==> src/rtl/ex.sv <==
// Execute stage: single-cycle ADD/ADDI/SUB plus iterative RV32M unit.
// Registered write-back to regs; hold_o stalls id_ex while the M unit runs.
module ex #(
   parameter int XLEN = 32
) (
   input  logic            clk,
   input  logic            rst_n,
   input  logic [XLEN-1:0] inst_i,
   input  logic [XLEN-1:0] inst_addr_i,
   input  logic [XLEN-1:0] op1_i,
   input  logic [XLEN-1:0] op2_i,
   input  logic [4:0]      rd_addr_i,
   input  logic            reg_wen_i,
   output logic [4:0]      rd_addr_o,
   output logic [XLEN-1:0] rd_data_o,
   output logic            rd_wen_o,
   output logic            hold_o
);

   typedef enum logic {IDLE, BUSY} state_e;

   state_e            state_q, state_d;
   logic [4:0]        cnt_q, cnt_d;
   logic [2*XLEN-1:0] acc_q, acc_d;
   logic [XLEN-1:0]   opnd_q, opnd_d;
   logic [XLEN-1:0]   op1_q, op1_d;
   logic [2:0]        f3_q, f3_d;
   logic [4:0]        rd_q, rd_d;
   logic              wen_q, wen_d;
   logic              sa_q, sa_d;
   logic              sb_q, sb_d;
   logic              dz_q, dz_d;
   logic              rd_wen_q, rd_wen_d;
   logic [4:0]        rd_addr_q, rd_addr_d;
   logic [XLEN-1:0]   rd_data_q, rd_data_d;

   logic [6:0]        opc;
   logic [2:0]        f3;
   logic [6:0]        f7;
   logic              is_alu, is_m, wr_ok, sa, sb;
   logic [XLEN-1:0]   alu_res, mag1, mag2;
   logic [XLEN:0]     sum, rt, rn;
   logic              ge;
   logic [2*XLEN:0]   sh;
   logic [2*XLEN-1:0] nxt, prod;
   logic [XLEN-1:0]   quo, rem, m_res;
   logic              unused_ok;

   assign unused_ok = ^{inst_addr_i, inst_i[24:15], inst_i[11:7]};

   always_comb begin
      opc     = inst_i[6:0];
      f3      = inst_i[14:12];
      f7      = inst_i[31:25];
      is_m    = (opc == 7'b0110011) && (f7 == 7'b0000001);
      is_alu  = 1'b0;
      alu_res = '0;
      unique case (1'b1)
         (opc == 7'b0010011) && (f3 == 3'b000): begin
            is_alu  = 1'b1;
            alu_res = op1_i + op2_i;
         end
         (opc == 7'b0110011) && (f3 == 3'b000) && (f7 == 7'b0000000): begin
            is_alu  = 1'b1;
            alu_res = op1_i + op2_i;
         end
         (opc == 7'b0110011) && (f3 == 3'b000) && (f7 == 7'b0100000): begin
            is_alu  = 1'b1;
            alu_res = op1_i - op2_i;
         end
         default: ;
      endcase
      wr_ok = reg_wen_i && (rd_addr_i != 5'd0);
      // signed operands: MULH/MULHSU/DIV/REM for op1, MULH/DIV/REM for op2
      sa   = op1_i[XLEN-1] &&
             (f3 == 3'b001 || f3 == 3'b010 || f3 == 3'b100 || f3 == 3'b110);
      sb   = op2_i[XLEN-1] &&
             (f3 == 3'b001 || f3 == 3'b100 || f3 == 3'b110);
      mag1 = sa ? -op1_i : op1_i;
      mag2 = sb ? -op2_i : op2_i;
   end

   always_comb begin
      // one radix-2 step of shift-add or restoring shift-subtract
      sum = {1'b0, acc_q[2*XLEN-1:XLEN]} +
            (acc_q[0] ? {1'b0, opnd_q} : '0);
      sh  = {acc_q, 1'b0};
      rt  = sh[2*XLEN:XLEN];
      ge  = rt >= {1'b0, opnd_q};
      rn  = ge ? rt - {1'b0, opnd_q} : rt;
      if (f3_q[2])
         nxt = {rn[XLEN-1:0], sh[XLEN-1:1], ge};
      else
         nxt = {sum, acc_q[XLEN-1:1]};
      prod = (sa_q ^ sb_q) ? -nxt : nxt;
      quo  = nxt[XLEN-1:0];
      rem  = nxt[2*XLEN-1:XLEN];
      if (dz_q) begin
         quo = '1;
         rem = op1_q;
      end else begin
         if (sa_q ^ sb_q) quo = -quo;
         if (sa_q) rem = -rem;
      end
      if (f3_q[2])
         m_res = f3_q[1] ? rem : quo;
      else
         m_res = (f3_q == 3'b000) ? prod[XLEN-1:0] : prod[2*XLEN-1:XLEN];
   end

   always_comb begin
      state_d   = state_q;
      cnt_d     = cnt_q;
      acc_d     = acc_q;
      opnd_d    = opnd_q;
      op1_d     = op1_q;
      f3_d      = f3_q;
      rd_d      = rd_q;
      wen_d     = wen_q;
      sa_d      = sa_q;
      sb_d      = sb_q;
      dz_d      = dz_q;
      rd_wen_d  = 1'b0;
      rd_addr_d = rd_addr_q;
      rd_data_d = rd_data_q;
      unique case (state_q)
         IDLE: begin
            if (is_alu) begin
               rd_wen_d  = wr_ok;
               rd_addr_d = rd_addr_i;
               rd_data_d = alu_res;
            end else if (is_m) begin
               state_d = BUSY;
               cnt_d   = '0;
               acc_d   = {{XLEN{1'b0}}, f3[2] ? mag1 : mag2};
               opnd_d  = f3[2] ? mag2 : mag1;
               op1_d   = op1_i;
               f3_d    = f3;
               rd_d    = rd_addr_i;
               wen_d   = wr_ok;
               sa_d    = sa;
               sb_d    = sb;
               dz_d    = op2_i == '0;
            end
         end
         BUSY: begin
            acc_d = nxt;
            cnt_d = cnt_q + 5'd1;
            if (cnt_q == 5'd31) begin
               state_d   = IDLE;
               cnt_d     = '0;
               rd_wen_d  = wen_q;
               rd_addr_d = rd_q;
               rd_data_d = m_res;
            end
         end
         default: state_d = IDLE;
      endcase
   end

   always_ff @(posedge clk or negedge rst_n) begin
      if (!rst_n) begin
         state_q   <= IDLE;
         cnt_q     <= '0;
         acc_q     <= '0;
         opnd_q    <= '0;
         op1_q     <= '0;
         f3_q      <= '0;
         rd_q      <= '0;
         wen_q     <= 1'b0;
         sa_q      <= 1'b0;
         sb_q      <= 1'b0;
         dz_q      <= 1'b0;
         rd_wen_q  <= 1'b0;
         rd_addr_q <= '0;
         rd_data_q <= '0;
      end else begin
         state_q   <= state_d;
         cnt_q     <= cnt_d;
         acc_q     <= acc_d;
         opnd_q    <= opnd_d;
         op1_q     <= op1_d;
         f3_q      <= f3_d;
         rd_q      <= rd_d;
         wen_q     <= wen_d;
         sa_q      <= sa_d;
         sb_q      <= sb_d;
         dz_q      <= dz_d;
         rd_wen_q  <= rd_wen_d;
         rd_addr_q <= rd_addr_d;
         rd_data_q <= rd_data_d;
      end
   end

   assign hold_o    = ((state_q == IDLE) && is_m) ||
                      ((state_q == BUSY) && (cnt_q != 5'd31));
   assign rd_wen_o  = rd_wen_q;
   assign rd_addr_o = rd_addr_q;
   assign rd_data_o = rd_data_q;

endmodule

==> config.mk <==
export PLATFORM = sky130hd
export DESIGN_NAME = ex
export DESIGN_NICKNAME = d
export VERILOG_FILES = /design/src/rtl/ex.sv
export SDC_FILE = /design/constraint.sdc
export NUM_CORES = 1
export LEC_CHECK = 0
export CORE_MARGIN = 10
export CORE_UTILIZATION = 57
export DETAILED_ROUTE_END_ITERATION = 8
export PLACE_DENSITY = 0.8
export SYNTH_ARGS = -nofsm -noshare
export SYNTH_HDL_FRONTEND = slang
export SYNTH_SLANG_ARGS = --single-unit
==> constraint.sdc <==
create_clock -name clk -period 9.6 [get_ports clk]
set_input_delay 1.44 -clock clk [delete_from_list [all_inputs] [get_ports clk]]
set_output_delay 1.44 -clock clk [all_outputs]
set_load 0.01 [all_outputs]
## Word-level counts from Yosys, hierarchy flattened

Cells that the tools add are included.

| storage, ports and cells | value |
|---|---|
| register bits | 184 |
| bits of input ports | 136 |
| output and inout bits | 39 |
| logic and storage cells | 105 |

| operators by class | value |
|---|---|
| add/sub/neg operators | 10 |
| $lt $le $gt $ge | 1 |
| eq/ne operators | 14 |
| mux-type cells | 37 |
| bitwise operators | 3 |
| reduce and logical (&&, ||, !) cells | 26 |

Operator list:

| kind | number |
|---|---|
| $mux 32 | 15 |
| $mux 64 | 4 |
| $neg 32->32 | 4 |
| $pmux 32 s2 | 2 |
| $pmux 64 s2 | 1 |
| $neg 64->64 | 1 |
| $sub 32x32->32 | 2 |
| $add 32x32->33 | 1 |
| $ge 33x32->1 | 1 |
| $add 32x32->32 | 1 |
| $logic_not 32->1 | 1 |
| $mux 5 | 5 |
| $pmux 5 s2 | 2 |
| $eq 7x6->1 const B | 2 |
| $logic_and 1x1->1 | 10 |
| $eq 7x1->1 const B | 1 |
| $eq 7x5->1 const B | 1 |
| $logic_not 7->1 | 1 |
| $eq 3x3->1 const B | 2 |
| $logic_not 3->1 | 2 |
| $logic_or 1x1->1 | 6 |
| $mux 1 | 6 |
| $ne 2x2->1 const B | 3 |
| $add 5x1->5 const B | 1 |
| 13 further kinds | 16 |

## Longest topological paths before layout

| depth | value |
|---|---|
| depth in word-level cells | 10 |
| depth in mapped cells | 27 |
| mapped depth without buffers | 23 |

## Worst setup path before layout

Ideal clock, no wire load.

| timing path | value |
|---|---|
| path kind | in2reg |
| start | in inst_i[3] |
| end | reg rd_data_q[26] (netlist: rd_data_o[26]) |
| library setup time | 0.094 ns |
| arrival time | 5.779 ns |
| required time | 9.506 ns |
| slack | 3.727 ns |
| cell stages on the path | 24 |
| buffers on the path | 2 |
| cells stage by stage | nor4b_1 > and3_1 > nand4b_1 > nor2_1 > and3_1 > clkbuf_1 > clkbuf_1 > nor2_1 > xnor2_1 > ha_1 > a21o_1 > a21oi_1 > o21bai_1 > a211oi_1 > nor4_1 > nand4b_1 > and3_1 > o21a_1 > o21a_1 > a311o_1 > a21oi_1 > xnor2_1 > o221ai_1 > a211oi_1 |

| between the ends | value |
|---|---|
| word-level cells in the longest chain between the ends | 7 |
| elaborated cells on any way between the ends | 14 |
| those cells by class | 3 x eq/ne; 4 x mux; 7 x reduce/logical |

Ends and longest elaborated chain:

| item | RTL line | text |
|---|---|---|
| start: declaration | 8 | `input logic [XLEN-1:0] inst_i,` |
| $eq 7x6->1 | 63, 67 |  |
| $logic_and 1x1->1 | 63, 67 |  |
| $logic_and 1x1->1, on equally long branches | 63, 67 |  |
| $reduce_or 2->1 (no source line) or $reduce_or 3->1 (tied branches) | - |  |
| $pmux 32 s2 or $mux 1 (tied branches) | 58 | `unique case (1'b1)` |
| $mux 32 or $ne 2x2->1 (tied branches) | - |  |
| $pmux 32 s2 or $reduce_and 2->1 (tied branches) | - |  |
| end signal: assignment | 191 | `rd_data_q <= rd_data_d;` |
| end: declaration | 35 | `logic [XLEN-1:0] rd_data_q, rd_data_d;` |

Several ways; a longest one is shown, not always the timed one. The select of a mux whose other input is x is not followed.
A chain may end at the register's enable or synchronous reset.

## Worst setup path after layout

Same ends and word-level chain as after synthesis.

==> key figures <==
STA
  – Final setup violation count: 0
  – Fin. max-slew vios: 0
  – Final worst-path cycle share: 0.727
  – RSZ-0062 raised after global routing: no
  – Setup_tns: 0 ns
  – Rel. slew slack: 0.196
  – Worst-Margin Slew: between 1 and 1.5 ns
  – Fin. Hold Viols: 0
  – Max Freq: 0.143 GHz
  – Final Skew: ~0.011 ns
  – Tmin final: 6.98 ns

Yosys
  – Post-synth EDFFs: 0
  – Post-Synthesis Cells: 2659
  – Total of warnings raised by yosys: 0
  – Fraction of registers with async set/reset: 1.00
  – Post-synthesis register bit count: 184
  – Most instantiated cells after synthesis: nand2_1 (385), nor2_1 (235), a21oi_1 (208)
  – Syn nets: around 2900
  – Most frequent cell after synthesis: nand2_1
  – Primary FF master, synth: dfrtp_1
  – Unique masters post-synth: around 110
  – Synth top area share: 0.232
  – Seq/Total Area, Yosys: 0.232
  – Synthesized area: 19800 um^2
  – Avg Inst Size Synth: 7.45 um^2
  – Area leader, netlist: dfrtp_1
  – Area contributors post-synth: dfrtp_1 (23%), nand2_1 (7.3%), ha_1 (6.4%)

Routing
  – Drt total wl: 70300 um
  – Routed Antenna Nets: 0
  – Routed vias: 20900
  – DRC: 0
  – DR pass1 iterations: 6
  – DR iter-0 viols: roughly 3300
  – Wire length per cell: between 20 and 25 um
  – Via density: 6.66

Hold path
  – Hold WC Path Type: reg -> reg

CTS
  – CTS tree: done
  – CTS Buffer Depth: 2
  – CTS Hold Bufs: 0
  – Clock-pin slew on the worst setup and hold paths: 0.07 ns
  – CTS Buf Count: 17
  – Clock latency at the later pin of the worst-skew pair: 0.46 ns
  – Root buffer cell: clkbuf_16
  – Setup bufs post-CTS: 0
  – Htree depth: 4
  – # resized after CTS: 0
  – Clock Sinks: ~180

Die
  – Die area: 42600 um^2
  – DIE HEIGHT: 206 um
  – Initial Utilization: 0.575
  – I/O pin count: 175
  – Die width: 206 um
  – Num rows: slightly below 70
  – Core area: 34500 um^2

Critical path
  – Worst EP arrival: 7.34 ns
  – Critical Path Source Type: input port
  – Crit path required time: around 10 ns
  – Crit path capture type: flop
  – Setup CP Type: in -> reg
  – Worst-path maximum fanout: 15

Finish
  – FF+latch area: 4610 um^2
  – Layout cells sized above 1: 0.0473
  – Antenna diodes: 0
  – Post-route insts no fill: approximately 3100
  – Area growth syn-to-layout: 10.5%
  – Fin nets: approximately 2900
  – Area of the multi-input gates: about 14000 um^2
  – Fillers: 3061

Place
  – Dpl hpwl: 53900 um
  – Placed insts: 3106
  – # port buffers: 127
  – GP Congestion: 1.01

Global route
  – First-pass GRT wire length: 109000 um
  – Number of global-route vias before repair: 19400
  – Initial antenna violation count: 1
  – Congestion Overflow GR: 0
  – GRT Resource Usage Total: 0.324
  – Pin count of the biggest net entering global routing: between 90 and 100

Power
  – VDD IR max: 0.135 mV
  – Pwr dens: 132 nW/um^2
  – LEAKAGE: 9.38 nW

Status
  – Status: finished clean

Flow run
  – Max cap viols: 0
-- critical path: stages --
cell	delay [ns]
clkdlybuf4s50_1	0.41
nor4b_1	0.27
and3_1	0.20
nand4b_1	0.12
nor2_1	0.26
nand3_1	0.59
mux2i_1	0.32
fa_1	0.48
a21o_1	0.17
a21oi_1	0.22
o21bai_1	0.11
a211oi_1	0.53
nor4_1	0.17
nand4b_1	0.29
and3_1	0.23
o21a_1	0.17
o21a_1	0.18
a311o_1	0.35
a21oi_1	0.18
xnor2_1	0.21
o221ai_1	0.18
a211oi_1	0.22
-- sequential cells by signal, indices dropped and copies added, names as in the netlist --
name,count
rd_addr_o,5
rd_wen_o,1
state_q,1
op1_q,32
f3_q,3
opnd_q,32
acc_q,64
rd_data_o,32
sa_q,1
sb_q,1
dz_q,1
rd_q,5
wen_q,1
cnt_q,5
-- path summary, 6_finish.rpt --
kind	startpoint	end	slack [ns]	depth (start not counted)
max in group asynchronous	rst_n	acc_q[10]$_DFFE_PN0P_	6.73	3
min reg2reg	op1_q[8]$_DFFE_PN0P_	op1_q[8]$_DFFE_PN0P_	0.48	2
min	op1_q[8]$_DFFE_PN0P_	op1_q[8]$_DFFE_PN0P_	0.48	2
max	inst_i[3]	rd_data_o[26]$_DFFE_PN0P_	2.62	22
max reg2reg	acc_q[32]$_DFFE_PN0P_	rd_data_o[30]$_DFFE_PN0P_	3.11	23
min in group asynchronous	rst_n	sb_q$_DFFE_PN0P_	1.05	1
-- layer usage --
layer / wire (um) / GRT usage
met1: 28900 / 0.433
met2: 31000 / 0.500
met4: 2440 / 0.116
met5: 11 / 0
met3: 8000 / 0.0787
-- per-stage QoR --
| stage | worst slack [ns] | instance area [um^2] | utilization | hold slack [ns] | total power [mW] |
|---|---|---|---|---|---|
| finish | 2.62 | 21900 | 0.636 | 0.480 | 2.89 |
| global route | 2.27 | 21900 | 0.636 | 0.500 | 3.01 |
| global placement | 2.48 | 21300 | 0.617 | 0.457 | 2.03 |
| floorplan | 3.73 | 19800 | - | 0.440 | 1.70 |
| detailed placement | 2.25 | 21300 | 0.617 | 0.464 | 2.06 |
| CTS | 2.73 | 21900 | 0.636 | 0.482 | 2.85 |
-- area by class of cell --
type / instances / area share
multi-input combinational: 2239 / 0.654
sequential: 184 / 0.211
timing repair buffer: 158 / 0.0686
tap: 455 / 0.0260
clock buffer: 19 / 0.0207
inverter: 70 / 0.0120
clock inverter: 13 / 0.00862
-- cells by family (layout without fill, tap and decap cells) --
| logic type | Yosys count | in the layout | share of synthesized area |
|---|---|---|---|
| buf+inv | 236 | 260 | 0.0474 |
| mux | 69 | 69 | 0.0357 |
| compound gates | 813 | 813 | 0.268 |
| simple gates | 1005 | 1005 | 0.240 |
| xor+xnor | 248 | 248 | 0.110 |
| fa+ha+maj | 104 | 104 | 0.0668 |
| flops | 184 | 184 | 0.232 |
-- placed cells by master, fill, tap and decap left out, types with 53 or more instances in the layout --
master	netlist	final
a211oi_1	79	79
a21oi_1	208	208
and2_1	53	53
clkdlybuf4s50_1	0	125
dfrtp_1	184	182
ha_1	101	101
inv_1	68	68
mux2i_1	59	59
nand2_1	385	385
nand3_1	75	75
nor2_1	235	234
nor3_1	67	66
o211ai_1	54	54
o21ai_0	185	185
xnor2_1	140	139
xor2_1	108	107
-- where the power goes --
part / internal, mW / total, mW / leakage (nW) / switching (mW)
Sequential: 0.821 / 0.881 / 2.14 / 0.0606
Clock: 0.453 / 0.793 / 0.311 / 0.340
Combinational: 0.470 / 1.21 / 6.93 / 0.744
Note: power is estimated with default switching activity, not from simulation.
